<file path="config.mk">
export PLATFORM = sky130hd
export DESIGN_NAME = mac_shift_add_mul
export DESIGN_NICKNAME = d
export VERILOG_FILES = /design/src/rtl/mac_shift_add_mul.sv
export SDC_FILE = /design/constraint.sdc
export NUM_CORES = 1
export LEC_CHECK = 0
export BUFFER_PORTS_ARGS = -buffer_cell sky130_fd_sc_hd__buf_4
export CAP_MARGIN = 20
export CORE_AREA = 2 2 124 78
export CTS_BUF_LIST = sky130_fd_sc_hd__clkbuf_16
export CTS_CLUSTER_DIAMETER = 100
export DETAILED_ROUTE_END_ITERATION = 16
export DIE_AREA = 0 0 126 80
export PLACE_DENSITY = 0.6
export SYNTH_ARGS = -nofsm -noshare
export SYNTH_HDL_FRONTEND = slang
export SYNTH_SLANG_ARGS = --single-unit
</file>
<file path="constraint.sdc">
create_clock -name clk -period 2.5 [get_ports clk]
set_input_delay 0.25 -clock clk [delete_from_list [all_inputs] [get_ports clk]]
set_output_delay 0.25 -clock clk [all_outputs]
set_load 0.05 [all_outputs]
</file>
<file path="src/rtl/mac_shift_add_mul.sv">
// mac_shift_add_mul: 8x8 unsigned shift-and-add multiplier for the MAC datapath.
//
// Handshake: the controller pulses Load_op to capture A/B into the operand
// registers, then pulses Begin_mul (with Load_op low) to start a multiply on
// those captured operands. The multiply takes exactly 8 BUSY edges; End_mul
// then stays high, with product stable, until the controller issues Load_op,
// Begin_mul or RESET_cmd. Begin_mul is ignored while BUSY. Load_op during BUSY
// only refreshes the operand registers; the multiply in flight is unaffected.
// Load_op and Begin_mul at the same edge capture operands only.
module mac_shift_add_mul (
    input  logic        clk,
    input  logic        reset,
    input  logic        RESET_cmd,
    input  logic        Load_op,
    input  logic        Begin_mul,
    input  logic [7:0]  A,
    input  logic [7:0]  B,
    output logic        End_mul,
    output logic [15:0] product,
    output logic [1:0]  dbg_state
);

    typedef enum logic [1:0] {
        IDLE = 2'b00,
        BUSY = 2'b01,
        DONE = 2'b10
    } state_t;

    state_t      state;
    logic [7:0]  a_reg;
    logic [7:0]  b_reg;
    logic [15:0] acc;
    logic [15:0] mcand;
    logic [7:0]  mplier;
    logic [2:0]  cnt;
    logic [15:0] step_sum;
    logic        start_req;

    // Partial-product sum for the current BUSY edge (never overflows 16 bits).
    always_comb begin
        step_sum = acc + (mplier[0] ? mcand : 16'h0000);
    end

    // A start is honoured only from IDLE or DONE and only without Load_op.
    always_comb begin
        start_req = 1'b0;
        if (Begin_mul && !Load_op && (state == IDLE || state == DONE)) begin
            start_req = 1'b1;
        end
    end

    // Operand capture, multiply datapath and control state, all on one clock.
    always_ff @(posedge clk or negedge reset) begin
        if (!reset) begin
            state   <= IDLE;
            a_reg   <= 8'h00;
            b_reg   <= 8'h00;
            acc     <= 16'h0000;
            mcand   <= 16'h0000;
            mplier  <= 8'h00;
            cnt     <= 3'd0;
            product <= 16'h0000;
        end else if (!RESET_cmd) begin
            // Controller clear: abandon any multiply and wipe all state.
            state   <= IDLE;
            a_reg   <= 8'h00;
            b_reg   <= 8'h00;
            acc     <= 16'h0000;
            mcand   <= 16'h0000;
            mplier  <= 8'h00;
            cnt     <= 3'd0;
            product <= 16'h0000;
        end else begin
            if (Load_op) begin
                a_reg <= A;
                b_reg <= B;
            end
            case (state)
                IDLE: begin
                    if (start_req) begin
                        acc    <= 16'h0000;
                        mcand  <= {8'h00, a_reg};
                        mplier <= b_reg;
                        cnt    <= 3'd0;
                        state  <= BUSY;
                    end
                end
                BUSY: begin
                    // One multiplier bit per edge; Begin_mul/Load_op do not disturb it.
                    acc    <= step_sum;
                    mcand  <= mcand << 1;
                    mplier <= mplier >> 1;
                    cnt    <= cnt + 3'd1;
                    if (cnt == 3'd7) begin
                        product <= step_sum;
                        state   <= DONE;
                    end
                end
                DONE: begin
                    if (Load_op) begin
                        state <= IDLE;
                    end else if (start_req) begin
                        // Restart with the operands already held in a_reg/b_reg.
                        acc    <= 16'h0000;
                        mcand  <= {8'h00, a_reg};
                        mplier <= b_reg;
                        cnt    <= 3'd0;
                        state  <= BUSY;
                    end
                end
                default: begin
                    state <= IDLE;
                end
            endcase
        end
    end

    // Completion flag is a pure decode of the registered state.
    always_comb begin
        End_mul = (state == DONE);
    end

    // State exposed for observation.
    always_comb begin
        dbg_state = state;
    end

endmodule

</file>
* After elaboration in Yosys (flattened, before gate mapping)
Index checks and enable logic that the tools add are counted.
** Word-level totals
- Bits in registers :: 77
- Word-level logic and storage cells :: 56
- Input port bits :: 21
- Output and inout port bits :: 19
** Cells by class
- Eq/ne operators :: 9
- $add $sub $neg :: 2
- Reductions and logical operators :: 7
- Multiplexer cells :: 30
** Operators with widths (count)
- 2-to-1 mux 16 bit :: 10
- one-hot mux 16 bit (3 select lines) :: 2
- 2-to-1 mux 8 bit :: 7
- one-hot mux 8 bit (3 select lines) :: 1
- adder 16 bit :: 1
- 2-to-1 mux 3 bit :: 3
- one-hot mux 3 bit (3 select lines) :: 1
- 2-to-1 mux 2 bit :: 4
- != test 2 x 1 -> 1 bit (second input constant) :: 3
- != test 3 bit (second input constant) :: 2
- one-hot mux 2 bit (3 select lines) :: 1
- != test 4 x 1 -> 1 bit (second input constant) :: 1
- AND reduction 2 bit :: 2
- adder 3 x 1 -> 3 bit (second input constant) :: 1
- equality test 3 bit (second input constant) :: 1
- equality test 2 x 1 -> 1 bit (second input constant) :: 1
- equality test 2 bit (second input constant) :: 1
- logical AND 1 bit :: 2
- logical NOT 2 bit :: 1
- logical NOT 1 bit :: 1
- logical OR 1 bit :: 1
- 2-to-1 mux 1 bit :: 1

* Logic depth before layout (Yosys ltp)
Gate-level depths: netlist of run 1.
- Depth after elaboration :: 8
- Depth in mapped cells :: 9
- Depth with buffers taken out :: 9

* Worst setup path after synthesis of run 1
No wires, ideal clock.
- Path type :: register to register
- Start :: register mplier[0]
- End :: register acc[13]
- Required time :: 2.378 ns
- Path buffers :: 1
- Cell stages (with the launch flop) :: 10
- Data arrival time :: 2.145 ns
- Clock period less this slack :: 2.267 ns
- Setup time :: 0.122 ns
- Slack :: 0.233 ns
- Path through :: dfrtp_1 clkbuf_1 nand2_1 inv_1 ha_1 a211oi_2 o21ai_2 nor4b_1 or3_1 a32o_1
** On the way
- Word-level cells in the longest chain between the ends :: 4
** RTL lines
- start: declaration :: RTL line 34 : logic [7:0] mplier;
- start signal: assignment :: RTL line 83 : mplier <= b_reg;
- start signal: assignment :: RTL line 92 : mplier <= mplier >> 1;
- start signal: assignment :: RTL line 106 : mplier <= b_reg;
- 2-to-1 mux 16 bit :: RTL line 41 : step_sum = acc + (mplier[0] ? mcand : 16'h0000);
- adder 16 bit :: RTL line 41
- one-hot mux 16 bit (3 select lines) :: RTL line 78 : case (state)
- 2-to-1 mux 16 bit :: RTL line 63 : end else if (!RESET_cmd) begin
- end signal: assignment :: RTL line 90 : acc <= step_sum;
- end: declaration :: RTL line 32 : logic [15:0] acc;
No other way between the ends.
A chain may end at the register's enable or synchronous reset.

* Worst setup path after layout of run 1
- Start :: register mplier[0]
- End :: register acc[12]
Same word-level chain as after synthesis.

==> results of run 1 <==
## Yosys cell counts (all sizes together) (4+ instances only)
master   n  share of area
o21ai   33          0.043
nand2   50          0.047
nand3    5         0.0063
clkbuf   6         0.0057
and2    17          0.027
a22o    18          0.040
inv      9         0.0085
ha      17          0.054
nor2b    4         0.0063
dfrtp   77           0.49
a22oi   14          0.027
o211ai   4         0.0076
or3      6         0.0095
nor2    23          0.022
buf     14          0.019
a21o     7          0.013
mux2i   16          0.041
a32o    10          0.025
a21oi   19          0.027
## cells by family (layout without fill, tap and decap cells)
group                    count (synthesis)  after routing  share of synthesized area
AO/OA/AOI/OAI                          125            125                      0.223
buffers and inverters                   29             72                     0.0329
adder cells (fa/ha/maj)                 18             18                     0.0589
AND/OR/NAND/NOR                        117            117                      0.143
flip-flops                              77             77                      0.487
multiplexers                            16             16                     0.0405
XOR/XNOR                                 6              6                     0.0133
## path summary, 6_finish.rpt
check / start / endpoint / slack (ns) / depth (start not counted)
worst max-delay path: mplier[0] / acc[12] / 0.08 / 8
min in group clk: B[4] / b_reg[4] / 0.16 / 3
worst max register to register: mplier[0] / acc[12] / 0.08 / 8
max in group asynchronous: reset / mplier[0] / 1.76 / 1
worst min-delay path: reset / mcand[12] / 0.05 / 1
worst min register to register: mplier[3] / mplier[3] / 0.48 / 2
## critical path: stages (launching register included)
cell	delay, ns
dfrtp_2	0.44
buf_4	0.18
and2_1	0.16
ha_1	0.37
a21oi_1	0.21
o22ai_1	0.13
or2_1	0.23
or3_1	0.33
a32o_1	0.27
## metal layers
layer	track usage	vias to the layer above	wire [um]
met5	0	-	0
met4	0.0659	0	108
met3	0.0610	8	599
met2	0.246	101	3480
met1	0.324	1500	5190
li1	-	1494	-
## power by group
part / switching (W) / internal (W)
logic: 0.000128 / 0.0000677
clock network: 0.000472 / 0.000647
registers: 0.0000249 / 0.00128
## layout make-up
cell class,instances,area (um2)
Tap cell,116,145
Clock inverter,6,25.0
Fill cell,846,4260
Sequential cell,77,1930
Clock buffer,9,225
Inverter,9,33.8
Timing Repair Buffer,48,360
Multi-Input combinational cell,282,1940
## metrics by stage
step           worst slack [ns]  std cells  utilization
6_report                 0.0795        547        0.522
5_1_grt                 -0.0169        547        0.522
4_1_cts                  0.0123        547        0.518
3_5_place_dp            -0.0173        532        0.489
3_3_place_gp             0.0880        532        0.489
2_1_floorplan             0.233        388            -
## timing repair
action / 4_1_cts / 5_1_grt
pin swaps: 0 / 1
resized for setup: 3 / 11
hold buffers: 0 / 0
cloned: 0 / 0
setup endpoints to repair: 2 / 13
==> run metrics, run 1 <==
outcome complete, no violations; Design Power 0.00262 W; setup_tns 0 ns; Syn. warnings 0; Max VDD drop 350 uV; Hold Fails Final Rpt 0; post-synthesis cell area 0.00395 mm2; fmax 0.413 GHz; Post-Synthesis Cells 388; largest net degree at the start of global routing 78; clock transition at the registers of the reported paths 0.06 ns; vias in the first global route 2929; Diodes inserted 0; Max Slew Vio Count 0; vias 3103; Clk Latency, worst-skew pair 0.34 ns; sequential area share after synthesis 0.487; worst slew pin tran 0.968 ns; fraction of the cycle the final worst path needs 0.968; Initial Utilization 0.443; TritonCTS clock tree yes; setup bufs post-CTS 0; DR iter-0 viols 256; core area 0.00892 mm2; layout cells sized above 1 0.179; pwr/cell area 563 mW/mm2; Row Count 27; min Tclk post-route 2.42 ns; asr flop ratio synth 1.00; Mean Syn Cell Area 10.2 um2; # clock sinks 77; Regs by FF count acc (16), mcand (16), product (16); LEAKAGE 2.24 nW; CTS Buf Count 9; Pre-Repair DR Iteration Count 5; initial antenna violation count 0; die height 80 um; total wire length 9.38 mm; CP Max Fanout 10; # H-tree levels 3; Netlist cell types 50; design area 0.00466 mm2; first-pass GRT wire length 15.5 mm; PortBufs 39; DP HPWL 6.62 mm; HP Class primary input to async pin; RSZ-0062 raised after global routing true; DR WL/cell 17.1 um; Area growth syn-to-layout 17.8%; Seq cells post-synth 77; Ports 40; Hold WS 0.0521 ns; DP Area 0.00436 mm2; most frequent cells in the layout dfrtp_1, nand2_1, buf_4, nor2_1, o21ai_0; most common cell after layout, fill and taps aside dfrtp_1; Max clock buf depth 2; syn nets 427; Vias/cell 5.67; max-cap violations 0; Final Setup Violations 0; remaining global-route overflow 0; CP Capture Type register; CP Launch Type register; CTS root buffer clkbuf_16; CP Class register to register; Post-synth EDFFs 0; slew margin rel. 0.355; Die X 126 um; die area 0.0101 mm2; drt drc 0; Worst Skew 0.00458 ns; Worst Path Arrival 2.65 ns; GRT Total Usage 0.201; Final GP Congestion 0.923; WP data required 2.73 ns; Antenna Nets Post-Route 0; NumNets Final 466; Most used DFF post-synth dfrtp_1
No activity file was read; power rests on OpenSTA's default activity.
==> run 2, diff against run 1 <==
--- a/config.mk
+++ b/config.mk
@@ -5,13 +5,14 @@
 export SDC_FILE = /design/constraint.sdc
 export NUM_CORES = 1
 export LEC_CHECK = 0
+export ABC_AREA = 1
 export BUFFER_PORTS_ARGS = -buffer_cell sky130_fd_sc_hd__buf_4
 export CAP_MARGIN = 20
-export CORE_AREA = 2 2 124 78
+export CORE_AREA = 2 2 128 80
 export CTS_BUF_LIST = sky130_fd_sc_hd__clkbuf_16
-export CTS_CLUSTER_DIAMETER = 100
+export CTS_CLUSTER_DIAMETER = 60
 export DETAILED_ROUTE_END_ITERATION = 16
-export DIE_AREA = 0 0 126 80
+export DIE_AREA = 0 0 130 82
 export PLACE_DENSITY = 0.6
 export SYNTH_ARGS = -nofsm -noshare
 export SYNTH_HDL_FRONTEND = slang
==> run metrics, run 2 <==
GRT Total Usage 0.212 (was 0.201); RSZ-0062 raised after global routing false (was true); Vias/cell 5.01 (was 5.67); Synth top area share 0.459 (was 0.487); Design Power 0.00273 W (was 0.00262 W); WP data required 2.74 ns (was 2.73 ns); Diodes inserted 0 (unchanged); first-pass GRT wire length 17.3 mm (was 15.5 mm); CP Max Fanout 11 (was 10); design area 0.00490 mm2 (was 0.00466 mm2); Worst Path Arrival 2.36 ns (was 2.65 ns); DP Area 0.00462 mm2 (was 0.00436 mm2); most frequent cells in the layout nand2_1, inv_1, dfrtp_1, nand3_1, buf_4 (was dfrtp_1, nand2_1, buf_4, nor2_1, o21ai_0); Hold Fails Final Rpt 0 (unchanged); Final GP Congestion 0.933 (was 0.923); TritonCTS clock tree yes (unchanged); initial antenna violation count 0 (unchanged); vias in the first global route 3471 (was 2929); Worst Skew 0.00850 ns (was 0.00458 ns); DR iter-0 viols 220 (was 256); Max VDD drop 346 uV (was 350 uV); CTS root buffer clkbuf_16 (unchanged); # clock sinks 77 (unchanged); setup_tns 0 ns (unchanged); Initial Utilization 0.439 (was 0.443); clock transition at the registers of the reported paths 0.06 ns (about the same); CP Capture Type register (unchanged); Pre-Repair DR Iteration Count 5 (unchanged); Clk Latency, worst-skew pair 0.35 ns (was 0.34 ns); die area 0.0107 mm2 (was 0.0101 mm2); layout cells sized above 1 0.135 (was 0.179); PortBufs 39 (unchanged); largest net degree at the start of global routing 44 (was 78); drt drc 0 (unchanged); remaining global-route overflow 0 (unchanged); DR WL/cell 14.1 um (was 17.1 um); CTS Buf Count 9 (unchanged); sequential area share after synthesis 0.459 (was 0.487); CTS resizes 0 (was 3); NumNets Final 612 (was 466); Max clock buf depth 2 (unchanged); pwr/cell area 557 mW/mm2 (was 563 mW/mm2); vias 3572 (was 3103); Antenna Nets Post-Route 0 (unchanged); core area 0.00956 mm2 (was 0.00892 mm2); post-synth top area cell dfrtp_1 (unchanged); Post-synth EDFFs 0 (unchanged); Max Slew Vio Count 0 (unchanged); fraction of the cycle the final worst path needs 0.849 (was 0.968); Netlist cell types 34 (was 50); Mean Syn Cell Area 7.85 um2 (was 10.2 um2); CP Launch Type register (unchanged); die height 82 um (was 80 um); DP HPWL 7.32 mm (was 6.62 mm); fmax 0.471 GHz (was 0.413 GHz); worst slew pin tran 0.580 ns (was 0.968 ns); Post-Synthesis Cells 535 (was 388); Final Setup Violations 0 (unchanged); largest cells by area after synthesis dfrtp_1, nand2_1, nand3_1, inv_1, ha_1 (was dfrtp_1, ha_1, nand2_1, mux2i_1, a22o_1); max-cap violations 0 (unchanged); total wire length 10.0 mm (was 9.38 mm); most common cell after layout, fill and taps aside nand2_1 (was dfrtp_1); Seq cells post-synth 77 (unchanged); top post-synthesis cells by count nand2_1, inv_1, dfrtp_1 (was dfrtp_1, nand2_1, nor2_1, o21ai_0); Syn. warnings 0 (unchanged); asr flop ratio synth 1.00 (unchanged); post-synthesis cell area 0.00420 mm2 (was 0.00395 mm2); slew margin rel. 0.613 (was 0.355); setup bufs post-CTS 0 (unchanged); # H-tree levels 3 (unchanged); Area growth syn-to-layout 16.8% (was 17.8%); count leader, synth nand2_1 (was dfrtp_1); HP Class primary input to register (was primary input to async pin); LEAKAGE 2.78 nW (was 2.24 nW); syn nets 574 (was 427); Regs by FF count acc (16), mcand (16), product (16) (unchanged); Ports 40 (unchanged); outcome complete, no violations (unchanged); min Tclk post-route 2.12 ns (was 2.42 ns); Die X 130 um (was 126 um); CP Class register to register (unchanged); Row Count 28 (was 27); Most used DFF post-synth dfrtp_1 (unchanged)
[run 2: cell types whose count changed after synthesis, sizes merged, moves of 15 or more]
cell   previous run  this run
inv               9        85
nand2            50       170
nand3             5        70
a22o             18         2
mux2i            16         0
and2             17         2
[run 2: cell families (layout without fill, tap and decap cells)]
| kind of cell | count (synthesis) | after routing | synth area share |
|---|---|---|---|
| simple gates | 273 | 273 | 0.287 |
| buf+inv | 105 | 148 | 0.102 |
| flops | 77 | 77 | 0.459 |
| compound gates | 58 | 58 | 0.0891 |
| fa+ha+maj | 18 | 18 | 0.0554 |
| xor+xnor | 4 | 4 | 0.00834 |
[run 2: critical path, stage by stage (launching register included)]
cell,delay [ns]
dfrtp_1,0.46
buf_4,0.21
nand2_1,0.07
inv_1,0.04
ha_1,0.33
nand2_1,0.14
nor2_1,0.11
nand3_1,0.08
nand2_1,0.17
nand2_1,0.12
nand2_1,0.07
nand2_1,0.06
nand4_1,0.08
nand2_1,0.06
[run 2: where the power goes]
group	internal, W	switching [W]	total (W)	leakage (nW)
Combinational	0.0000663	0.000150	0.000216	1.58
Sequential	0.00128	0.0000224	0.00130	1.06
Clock	0.000675	0.000539	0.00121	0.136
[run 2: path summary, 6_finish.rpt]
| kind | cells after the start | end | slack [ns] | startpoint |
|---|---|---|---|---|
| max | 13 | product[11] | 0.38 | mplier[0] |
| min | 3 | a_reg[0] | 0.13 | A[0] |
| max reg2reg | 13 | product[11] | 0.38 | mplier[0] |
| min reg2reg | 2 | product[5] | 0.48 | product[5] |
| max in group asynchronous | 3 | product[1] | 1.49 | reset |
| min in group asynchronous | 2 | mplier[7] | 0.41 | reset |
[run 2: layout make-up]
class | instances | area [um2]
sequential | 77 | 1930
timing repair buffer | 47 | 368
fill | 923 | 4660
multi-input combinational | 353 | 1850
clock inverter | 7 | 48.8
clock buffer | 9 | 225
tap | 135 | 169
inverter | 85 | 322
[run 2: per-stage QoR]
step | instances | worst slack (ns) | hold slack, ns | util
floorplan | 535 | 0.540 | -0.0456 | -
global placement | 696 | 0.444 | 0.239 | 0.483
detailed placement | 696 | 0.400 | 0.247 | 0.483
CTS | 713 | 0.401 | 0.131 | 0.513
global route | 713 | 0.188 | 0.136 | 0.513
finish | 713 | 0.378 | 0.134 | 0.513
[run 2: metal layers]
| metal | GRT usage | share of wire |
|---|---|---|
| met5 | 0 | 0 |
| met4 | 0.0570 | 0.013 |
| met3 | 0.0599 | 0.043 |
| met2 | 0.303 | 0.39 |
| met1 | 0.313 | 0.55 |
[run 2: repair_timing]
item,in CTS,in global routing
setup endpoints to repair,0,0
hold buffers,1,0
endpoints found under the hold margin,34,0
==> run 3, diff against run 2 <==
--- a/config.mk
+++ b/config.mk
@@ -13,7 +13,7 @@
 export CTS_CLUSTER_DIAMETER = 60
 export DETAILED_ROUTE_END_ITERATION = 16
 export DIE_AREA = 0 0 130 82
-export PLACE_DENSITY = 0.6
+export PLACE_DENSITY = 0.62
 export SYNTH_ARGS = -nofsm -noshare
 export SYNTH_HDL_FRONTEND = slang
 export SYNTH_SLANG_ARGS = --single-unit
==> constraint.sdc (replaced) <==
create_clock -name clk -period 1.8 [get_ports clk]
set_input_delay 0.18 -clock clk [delete_from_list [all_inputs] [get_ports clk]]
set_output_delay 0.18 -clock clk [all_outputs]
set_load 0.05 [all_outputs]
==> run metrics, run 3 (same netlist as run 2, synthesis figures left out) <==
Worst path max stage delay 0.44 ns (was 0.46 ns); die height 82 um (unchanged); Critical Path, Cell by Cell buf_12 -> nand2_1 -> inv_2 -> ha_4 -> nand2_2 -> inv_1 -> a21oi_2 -> nand2_2 -> xnor2_1 -> inv_1 -> nand3_1 -> nand2_1 (was buf_4 -> nand2_1 -> inv_1 -> ha_1 -> nand2_1 -> nor2_1 -> nand3_1 -> nand2_1 -> nand2_1 -> nand2_1 -> nand2_1 -> nand4_1 -> nand2_1); CP Capture Type register (unchanged); HP Class primary input to register (unchanged); CTS root buffer clkbuf_16 (unchanged); Die X 130 um (unchanged); Row Count 28 (unchanged); vias in the first global route 3610 (was 3471); DR WL/cell 15.2 um (was 14.1 um); GRT Total Usage 0.227 (was 0.212); NumNets Final 630 (was 612); RSZ-0062 raised after global routing true (was false); LEAKAGE 2.91 nW (was 2.78 nW); Worst Path Arrival 2.14 ns (was 2.36 ns); Regs by FF count acc (16), mcand (16), product (16) (unchanged); total wire length 11.1 mm (was 10.0 mm); Vias/cell 5.16 (was 5.01); die area 0.0107 mm2 (unchanged); vias 3758 (was 3572); DP HPWL 7.77 mm (was 7.32 mm); fraction of the cycle the final worst path needs 1.07 (was 0.849); fmax 0.520 GHz (was 0.471 GHz); largest net degree at the start of global routing 47 (was 44); # H-tree levels 3 (unchanged); first-pass GRT wire length 18.2 mm (was 17.3 mm); slew margin rel. 0.601 (was 0.613); Max VDD drop 435 uV (was 346 uV); Hold WS 0.0663 ns (was 0.134 ns); Area growth syn-to-layout 28.6% (was 16.8%); max-cap violations 0 (unchanged); WP data required 2.02 ns (was 2.74 ns); initial antenna violation count 0 (unchanged); most frequent cells in the layout nand2_1, dfrtp_1, inv_1, buf_4, nand3_1 (was nand2_1, inv_1, dfrtp_1, nand3_1, buf_4); TritonCTS clock tree yes (unchanged); drt drc 0 (unchanged); slack of the critical path -0.122 ns (was 0.378 ns); # clock sinks 77 (unchanged); Worst Skew 0.00678 ns (was 0.00850 ns); PortBufs 39 (unchanged); register area 0.00193 mm2 (about the same); Diodes inserted 0 (unchanged); outcome finished with violations (was complete, no violations); layout cells sized above 1 0.283 (was 0.135); Antenna Nets Post-Route 0 (unchanged); min Tclk post-route 1.92 ns (was 2.12 ns); clock transition at the registers of the reported paths 0.06 ns (about the same); worst slew pin tran 0.598 ns (was 0.580 ns); slowest CP cell dfrtp_2 (was dfrtp_1); CTS Buf Count 9 (unchanged); core area 0.00956 mm2 (unchanged); CP top delay family flip-flops (was simple AND/OR/NAND/NOR gates); Max clock buf depth 2 (unchanged); Final GP Congestion 0.900 (was 0.933); DR iter-0 viols 291 (was 220); CP Launch Type register (unchanged); Ports 40 (unchanged); Worst Path Buf+Inv 4 (was 2); failing checks setup timing; CP Class register to register (unchanged); Initial Utilization 0.439 (unchanged); Final Setup Violations 17 (was 0); pwr/cell area 716 mW/mm2 (was 557 mW/mm2); Clk Latency, worst-skew pair 0.34 ns (was 0.35 ns); remaining global-route overflow 0 (unchanged); setup_tns -0.947 ns (was 0 ns); CP Max Fanout 13 (was 11); most common cell after layout, fill and taps aside nand2_1 (unchanged); Pre-Repair DR Iteration Count 7 (was 5); Hold Fails Final Rpt 0 (unchanged); area occupied by multi-input gates 0.00220 mm2 (was 0.00185 mm2); Max Slew Vio Count 0 (unchanged); FILL cells 883 (was 923)
[run 3: layer usage]
metal	GRT usage	up-vias	routed length [um]
met5	0	-	0
met4	0.0667	0	100
met3	0.0554	11	558
met2	0.323	89	4630
met1	0.340	1831	5780
li1	-	1827	-
[run 3: cell type report]
cell class,instances,area share
clock inverters,5,0.00834
inverters,85,0.0595
multi-input cells,353,0.407
well taps,135,0.0313
repair buffers,65,0.0955
flip-flops and latches,77,0.357
clock buffers,9,0.0417
[run 3: where the power goes]
part	switching, W	internal (W)
Combinational	0.000219	0.000105
Clock	0.000691	0.00104
Sequential	0.0000325	0.00178
Total	0.000943	0.00292
[run 3: path summary, 6_finish.rpt]
| check | from | endpoint | slack [ns] | cells after the start |
|---|---|---|---|---|
| worst max-delay path | mplier[0] | product[7] | -0.12 | 12 |
| worst min-delay path | A[4] | a_reg[4] | 0.07 | 3 |
| worst max register to register | mplier[0] | product[7] | -0.12 | 12 |
| worst min register to register | product[12] | product[12] | 0.49 | 2 |
| max in group asynchronous | reset | mplier[0] | 0.87 | 3 |
| min in group asynchronous | reset | a_reg[5] | 0.32 | 2 |
[run 3: metrics by stage]
stage               utilization  setup slack, ns  total power, W  cell area [um2]  instances
finish                    0.565           -0.122         0.00387             5400        729
global route              0.565           -0.237         0.00398             5400        729
CTS                       0.551          -0.0414         0.00388             5270        729
detailed placement        0.504           -0.187         0.00216             4820        711
global placement          0.504           -0.141         0.00215             4820        711
floorplan                     -          0.00459         0.00202             4290        535
[run 3: worst min-delay path, cell delays in order]
cell and delay, ns:
buf_4 0.08, nand3_1 0.06, nand2_1 0.06
[run 3: repair_timing]
action	4_1_cts	5_1_grt
hold endpoints to repair	31	0
resized for setup	37	40
buffers inserted	3	1
hold buffers	1	0
pin swaps	5	11
cloned	0	0
setup endpoints to repair	24	28
